File: src/rtl/riscv_mc_ctrl_if.sv
// Control bundle between the multi-cycle main controller and the datapath/memory port.
// The master side is the controller; the slave side is the datapath/memory.
interface riscv_mc_ctrl_if;
    logic [6:0] i_opcode;
    logic       i_br_taken;
    logic       i_mem_ack;
    logic       o_mem_req;
    logic       o_mem_we;
    logic       o_adr_src;
    logic       o_ir_we;
    logic       o_pc_we;
    logic       o_reg_we;
    logic [2:0] o_imm_src;
    logic [1:0] o_alu_src_a;
    logic [1:0] o_alu_src_b;
    logic [1:0] o_alu_op;
    logic [1:0] o_result_src;
    logic       o_illegal;

    modport master (
        input  i_opcode, i_br_taken, i_mem_ack,
        output o_mem_req, o_mem_we, o_adr_src, o_ir_we, o_pc_we, o_reg_we,
               o_imm_src, o_alu_src_a, o_alu_src_b, o_alu_op, o_result_src, o_illegal
    );

    modport slave (
        output i_opcode, i_br_taken, i_mem_ack,
        input  o_mem_req, o_mem_we, o_adr_src, o_ir_we, o_pc_we, o_reg_we,
               o_imm_src, o_alu_src_a, o_alu_src_b, o_alu_op, o_result_src, o_illegal
    );
endinterface

File: src/rtl/riscv_mc_ctrl.sv
// RV32I multi-cycle main controller: FSM sequencing fetch/decode/execute/writeback.
// state    | meaning
// FETCH    | read instr at PC, PC+4 -> PC, load IR/oldPC on ack
// DECODE   | oldPC+imm -> ALUOut (branch/jump target), dispatch on opcode
// MEMADR   | rs1+imm address; MEMRD/MEMWR memory access; MEMWB load writeback
// EXE_R/I  | register / immediate ALU op; ALUWB writes ALUOut to rd
// JALR_ADR | rs1+imm target; JAL redirects PC, oldPC+4 -> ALUOut
// BRANCH   | compare rs1/rs2, load PC on taken; LUI writes imm to rd
module riscv_mc_ctrl (
    input  logic              i_clk,
    input  logic              i_rst,
    riscv_mc_ctrl_if.master   bus
);
    localparam logic [6:0] OP_LOAD  = 7'b0000011;
    localparam logic [6:0] OP_STORE = 7'b0100011;
    localparam logic [6:0] OP_R     = 7'b0110011;
    localparam logic [6:0] OP_I     = 7'b0010011;
    localparam logic [6:0] OP_JAL   = 7'b1101111;
    localparam logic [6:0] OP_JALR  = 7'b1100111;
    localparam logic [6:0] OP_BR    = 7'b1100011;
    localparam logic [6:0] OP_LUI   = 7'b0110111;
    localparam logic [6:0] OP_AUIPC = 7'b0010111;
    localparam logic [6:0] OP_FENCE = 7'b0001111;

    typedef enum logic [3:0] {
        S_FETCH, S_DECODE, S_MEMADR, S_MEMRD, S_MEMWB, S_MEMWR, S_EXE_R,
        S_EXE_I, S_ALUWB, S_JALR_ADR, S_JAL, S_BRANCH, S_LUI
    } state_t;

    state_t     r_state;
    state_t     w_next;
    logic [2:0] w_imm_src;

    always_ff @(posedge i_clk) begin
        if (i_rst) r_state <= S_FETCH;
        else       r_state <= w_next;
    end

    always_comb begin
        unique case (bus.i_opcode)
            OP_I, OP_LOAD, OP_JALR: w_imm_src = 3'd0;
            OP_STORE:               w_imm_src = 3'd1;
            OP_BR:                  w_imm_src = 3'd2;
            OP_LUI, OP_AUIPC:       w_imm_src = 3'd3;
            OP_JAL:                 w_imm_src = 3'd4;
            default:                w_imm_src = 3'd0;
        endcase
    end

    always_comb begin
        w_next           = r_state;
        bus.o_mem_req    = 1'b0;
        bus.o_mem_we     = 1'b0;
        bus.o_adr_src    = 1'b0;
        bus.o_ir_we      = 1'b0;
        bus.o_pc_we      = 1'b0;
        bus.o_reg_we     = 1'b0;
        bus.o_imm_src    = 3'd0;
        bus.o_alu_src_a  = 2'd0;
        bus.o_alu_src_b  = 2'd0;
        bus.o_alu_op     = 2'd0;
        bus.o_result_src = 2'd0;
        bus.o_illegal    = 1'b0;
        // Reset silences every strobe and select, including a pending request.
        if (i_rst) begin
            w_next = S_FETCH;
        end else begin
            bus.o_imm_src = w_imm_src;
            case (r_state)
                S_FETCH: begin
                    bus.o_mem_req    = 1'b1;
                    bus.o_alu_src_b  = 2'd2;
                    bus.o_result_src = 2'd2;
                    bus.o_ir_we      = bus.i_mem_ack;
                    bus.o_pc_we      = bus.i_mem_ack;
                    if (bus.i_mem_ack) w_next = S_DECODE;
                end
                S_DECODE: begin
                    bus.o_alu_src_a = 2'd1;
                    bus.o_alu_src_b = 2'd1;
                    case (bus.i_opcode)
                        OP_LOAD, OP_STORE: w_next = S_MEMADR;
                        OP_R:              w_next = S_EXE_R;
                        OP_I:              w_next = S_EXE_I;
                        OP_JAL:            w_next = S_JAL;
                        OP_JALR:           w_next = S_JALR_ADR;
                        OP_BR:             w_next = S_BRANCH;
                        OP_LUI:            w_next = S_LUI;
                        OP_AUIPC:          w_next = S_ALUWB;
                        OP_FENCE:          w_next = S_FETCH;
                        default: begin
                            bus.o_illegal = 1'b1;
                            w_next        = S_FETCH;
                        end
                    endcase
                end
                S_MEMADR: begin
                    bus.o_alu_src_a = 2'd2;
                    bus.o_alu_src_b = 2'd1;
                    w_next = (bus.i_opcode == OP_LOAD) ? S_MEMRD : S_MEMWR;
                end
                S_MEMRD: begin
                    bus.o_mem_req = 1'b1;
                    bus.o_adr_src = 1'b1;
                    if (bus.i_mem_ack) w_next = S_MEMWB;
                end
                S_MEMWB: begin
                    bus.o_result_src = 2'd1;
                    bus.o_reg_we     = 1'b1;
                    w_next           = S_FETCH;
                end
                S_MEMWR: begin
                    bus.o_mem_req = 1'b1;
                    bus.o_mem_we  = 1'b1;
                    bus.o_adr_src = 1'b1;
                    if (bus.i_mem_ack) w_next = S_FETCH;
                end
                S_EXE_R: begin
                    bus.o_alu_src_a = 2'd2;
                    bus.o_alu_op    = 2'd2;
                    w_next          = S_ALUWB;
                end
                S_EXE_I: begin
                    bus.o_alu_src_a = 2'd2;
                    bus.o_alu_src_b = 2'd1;
                    bus.o_alu_op    = 2'd3;
                    w_next          = S_ALUWB;
                end
                S_ALUWB: begin
                    bus.o_reg_we = 1'b1;
                    w_next       = S_FETCH;
                end
                S_JALR_ADR: begin
                    bus.o_alu_src_a = 2'd2;
                    bus.o_alu_src_b = 2'd1;
                    w_next          = S_JAL;
                end
                // Target already sits in ALUOut; ALU computes the link value meanwhile.
                S_JAL: begin
                    bus.o_alu_src_a = 2'd1;
                    bus.o_alu_src_b = 2'd2;
                    bus.o_pc_we     = 1'b1;
                    w_next          = S_ALUWB;
                end
                S_BRANCH: begin
                    bus.o_alu_src_a = 2'd2;
                    bus.o_alu_op    = 2'd1;
                    bus.o_pc_we     = bus.i_br_taken;
                    w_next          = S_FETCH;
                end
                S_LUI: begin
                    bus.o_result_src = 2'd3;
                    bus.o_reg_we     = 1'b1;
                    w_next           = S_FETCH;
                end
                default: w_next = S_FETCH;
            endcase
        end
    end
endmodule

File: src/flat_wrapper.sv
// flat-port wrapper written by rule: the top's interface ports become plain ports
module riscv_mc_ctrl_flat 
  (i_clk, i_rst, bus_i_opcode, bus_i_br_taken, bus_i_mem_ack, bus_o_mem_req, bus_o_mem_we, bus_o_adr_src, bus_o_ir_we, bus_o_pc_we, bus_o_reg_we, bus_o_imm_src, bus_o_alu_src_a, bus_o_alu_src_b, bus_o_alu_op, bus_o_result_src, bus_o_illegal);
  riscv_mc_ctrl_if bus_i ();
  input  logic i_clk;
  input  logic i_rst;
  input wire logic [$bits(bus_i.i_opcode)-1:0] bus_i_opcode;
  input wire logic [$bits(bus_i.i_br_taken)-1:0] bus_i_br_taken;
  input wire logic [$bits(bus_i.i_mem_ack)-1:0] bus_i_mem_ack;
  output wire logic [$bits(bus_i.o_mem_req)-1:0] bus_o_mem_req;
  output wire logic [$bits(bus_i.o_mem_we)-1:0] bus_o_mem_we;
  output wire logic [$bits(bus_i.o_adr_src)-1:0] bus_o_adr_src;
  output wire logic [$bits(bus_i.o_ir_we)-1:0] bus_o_ir_we;
  output wire logic [$bits(bus_i.o_pc_we)-1:0] bus_o_pc_we;
  output wire logic [$bits(bus_i.o_reg_we)-1:0] bus_o_reg_we;
  output wire logic [$bits(bus_i.o_imm_src)-1:0] bus_o_imm_src;
  output wire logic [$bits(bus_i.o_alu_src_a)-1:0] bus_o_alu_src_a;
  output wire logic [$bits(bus_i.o_alu_src_b)-1:0] bus_o_alu_src_b;
  output wire logic [$bits(bus_i.o_alu_op)-1:0] bus_o_alu_op;
  output wire logic [$bits(bus_i.o_result_src)-1:0] bus_o_result_src;
  output wire logic [$bits(bus_i.o_illegal)-1:0] bus_o_illegal;
  assign bus_i.i_opcode = bus_i_opcode;
  assign bus_i.i_br_taken = bus_i_br_taken;
  assign bus_i.i_mem_ack = bus_i_mem_ack;
  assign bus_o_mem_req = bus_i.o_mem_req;
  assign bus_o_mem_we = bus_i.o_mem_we;
  assign bus_o_adr_src = bus_i.o_adr_src;
  assign bus_o_ir_we = bus_i.o_ir_we;
  assign bus_o_pc_we = bus_i.o_pc_we;
  assign bus_o_reg_we = bus_i.o_reg_we;
  assign bus_o_imm_src = bus_i.o_imm_src;
  assign bus_o_alu_src_a = bus_i.o_alu_src_a;
  assign bus_o_alu_src_b = bus_i.o_alu_src_b;
  assign bus_o_alu_op = bus_i.o_alu_op;
  assign bus_o_result_src = bus_i.o_result_src;
  assign bus_o_illegal = bus_i.o_illegal;
  riscv_mc_ctrl u_core (.i_clk(i_clk), .i_rst(i_rst), .bus(bus_i));
endmodule
File: config.mk
export PLATFORM = sky130hd
export DESIGN_NAME = riscv_mc_ctrl_flat
export DESIGN_NICKNAME = d
export VERILOG_FILES = /design/src/rtl/riscv_mc_ctrl_if.sv /design/src/rtl/riscv_mc_ctrl.sv /design/src/flat_wrapper.sv
export SDC_FILE = /design/constraint.sdc
export NUM_CORES = 1
export LEC_CHECK = 0
export BUFFER_PORTS_ARGS = -buffer_cell sky130_fd_sc_hd__buf_2
export CAP_MARGIN = 20
export CELL_PAD_IN_SITES_DETAIL_PLACEMENT = 0
export CELL_PAD_IN_SITES_GLOBAL_PLACEMENT = 1
export CORE_UTILIZATION = 29
export CTS_BUF_LIST = sky130_fd_sc_hd__clkbuf_8
export DETAILED_ROUTE_END_ITERATION = 10
export GPL_TIMING_DRIVEN = 0
export PLACE_DENSITY_LB_ADDON = 0.1
export SYNTH_ARGS = -nofsm -noshare
export SYNTH_HDL_FRONTEND = slang
export SYNTH_SLANG_ARGS = --single-unit
export TNS_END_PERCENT = 5
File: constraint.sdc
create_clock -name i_clk -period 1.2 [get_ports i_clk]
set_input_delay 0.18 -clock i_clk [delete_from_list [all_inputs] [get_ports i_clk]]
set_output_delay 0.18 -clock i_clk [all_outputs]
set_load 0.03 [all_outputs]
==> results.py <==
metrics = {
    "yosys": {
        "synthArstFlopShare_pct": 0,
        "syn_area_per_cell_um2": 6.280,
        "ys_seq_area_share_pct": 12.14,
        "synth_top_cells_by_count": "nor2_1, nand2_1, a21oi_1, nor3_1, inv_1",
        "synthesis.nets": 116,
        "synth_top_cell_by_area": "dfxtp_1",
        "synth_top_cell_area_share_pct": 12.14,
        "synth_flop_cell": "dfxtp_1",
        "ys_seq_elements": 4,
        "yosysUniqueCellTypes": 39,
        "synthTopCellsByArea": "dfxtp_1, nor2_1, a21oi_1, nor3_1, nand2_1",
        "synth_edf_count": 0,
        "netlist_instances": 105,
        "netlist_area_um2": 659.4,
        "synth.most_common_cell": "nor2_1",
        "ys_warn_count": 0,
    },
    "clocking": {
        "cts_tree": "built",
        "cts_max_path_buffers": 2,
        "htreeDepth": 1,
        "cts-root-buf": "clkbuf_8",
        "cts_buffers": 3,
        "ctsHoldBuffers": 0,
        "cts.clk_slew.worst_paths_ps": 30,
        "worst_skew_pair.late_latency_ps": 220,
        "cts.sinks": 4,
    },
    "finish": {
        "fin_nets": 149,
        "fin_util_pct": 60.78,
        "fin_cells": 163,
        "largest_register": "u_core.r_state",
        "syn_to_final_growth_pct": 88.24,
        "drive_gt1_share_pct": 55.15,
        "final_area_um2": 1241,
        "largest_reg_flops": 4,
        "antenna_cells": 0,
        "reg_top3": "u_core.r_state (4)",
        "fillCellCount": 193,
    },
    "timing": {
        "rsz0062_at_grt": "true",
        "slew_headroom_pct": 72.37,
        "fin_crit_sh_pct": 131.4,
        "timing.final.ws_setup_ps": -376.6,
        "hold_viol": 0,
        "setup_violations": 17,
        "fmax_ghz": 0.6343,
        "min_period_ps": 1577,
        "drv_slew": 0,
        "finalClockSkew_ps": 1.731,
        "tightest_slew_ps": 413.6,
    },
    "floorplan": {
        "dieWidth_um": 49.69,
        "dieArea_um2": 2469,
        "start_util_pct": 32.29,
        "core_area_um2": 2042,
        "ioPinCount": 29,
        "std_cell_rows": 16,
        "die_h_um": 49.69,
    },
    "placed_design": {
        "dp_hpwl_um": 1581,
        "gp_congestion": 0.7694,
        "place_area_um2": 962.2,
        "dp.cells": 158,
        "port_buffers": 26,
    },
    "setup_path": {
        "required_ps": 1020,
        "end_kind": "output pin",
        "critPathLaunchType": "register",
        "arrival_ps": 1400,
        "crit_fanout": 10,
        "crit_type": "reg -> out",
        "r2r_cells": 3,
    },
    "run_status": {
        "failed_checks": "negative setup slack",
        "status": "finished with violations",
    },
    "job": {
        "max_cap_violations": 0,
    },
    "hold_path": {
        "hold_class": "in -> reg",
        "hold_path_depth": 2,
    },
    "global_route": {
        "grt_pass1_wl_um": 3946,
        "grt_overflow": 0,
        "grt_max_degree": 11,
        "antenna_found_initial": 0,
        "grt_pass1_vias": 840,
        "grt_util_all_layers_pct": 20.73,
    },
    "detailed_routing": {
        "drtAntennaViolNets": 0,
        "drtIter0Drc": 13,
        "vias_per_cell": 5.356,
        "firstDrtPassIters": 4,
        "routed_wirelength_um": 2200,
        "num_vias": 873,
        "wire_per_inst_um": 13.50,
        "drc": 0,
    },
    "power_and_ir_drop": {
        "leakagePower_uw": 0.0005098,
        "ir_worst_vdd_v": 0.0004287,
        "p_per_area_nw_per_um2": 564.7,
    },
}
[layer usage]
layer / GRT usage, % / vias up / wire [um]
met5: 0 / - / 0
met4: 5.714 / 0 / 29
met3: 4.938 / 5 / 95
met2: 31.53 / 20 / 972
met1: 28.81 / 402 / 1104
li1: - / 446 / -
[where the power goes]
part           internal (uW)  switching, uW  leakage [uW]
logic                    117            157      0.000453
clock network            214           75.3     0.0000216
registers                133           4.35     0.0000349
total                    464            237      0.000510
[area by class of cell]
class                           instances  area (um2)  share of cell area [%]
Clock buffer                            3       41.29                   3.327
Multi-Input combinational cell         88       713.2                   57.46
Sequential cell                         4       90.09                   7.258
Buffer                                  7       103.9                   8.367
Tap cell                               27       33.78                   2.722
Inverter                                6       25.02                   2.016
Timing Repair Buffer                   28       234.0                   18.85
[stage by stage]
stage          setup slack, ps  setup TNS [ps]  hold WS [ps]  power [uW]
4_1_cts                 -392.3           -4744         215.9       697.1
3_5_place_dp            -515.9           -4336         451.8       369.7
6_report                -376.6           -4392         218.4       700.9
3_3_place_gp            -508.2           -4285         454.2       368.6
5_1_grt                 -425.6           -5465         236.4       738.7
2_1_floorplan           -171.5           -2143         293.7       305.8
[logic make-up after synthesis]
group                     after synthesis  share of synthesized area (%)
AOI/OAI and AO/OA                      25                          24.48
DFF                                     4                          12.14
muxes                                   3                          4.744
buffers and inverters                  13                          9.488
and+or+nand+nor                        58                          46.49
xor gates and xnor gates                2                          2.657
[worst max-delay path: stages (launching register included)]
cell     delay [ps]
dfxtp_2         330
buf_6           140
or3_4           370
nor2_4          120
a21o_4          100
buf_6           120
[final timing paths]
path / start / slack (ps) / endpoint
worst max-delay path: u_core.r_state[1] / -380 / bus_o_pc_we
worst min-delay path: bus_i_mem_ack / 220 / u_core.r_state[0]
worst max register to register: u_core.r_state[2] / -80 / u_core.r_state[2]
worst min register to register: u_core.r_state[0] / 700 / u_core.r_state[3]
[layout by cell type (no fill, tap or decap), drive strengths merged]
cell type	Yosys	final
nor3	8	8
or4b	1	1
nor2b	2	2
or3	3	3
and3	1	1
o31ai	1	1
nor2	18	18
clkbuf	2	5
nand2b	2	2
nor4b	2	2
a21o	1	1
a211o	2	2
and4b	1	1
and2b	2	2
a22oi	1	1
a21oi	8	8
dfxtp	4	4
nand3	1	1
buf	5	33
o21ai	3	3
a2111oi	2	2
o21a	1	1
mux2i	2	2
mux2	1	1
o31a	1	1
nor4	3	3
o22ai	1	1
nand4bb	1	1
xor2	2	2
nand3b	2	2
o21bai	1	1
a31oi	3	3
nand2	11	11
inv	6	6
[timing repair]
| action | in CTS | in global routing |
|---|---|---|
| buffers inserted | 0 | 2 |
| cloned | 0 | 0 |
| pin swaps | 3 | 2 |
| gates resized for setup | 54 | 11 |
| setup endpoints to repair | 21 | 20 |
Note: power is estimated with default switching activity, not from simulation.
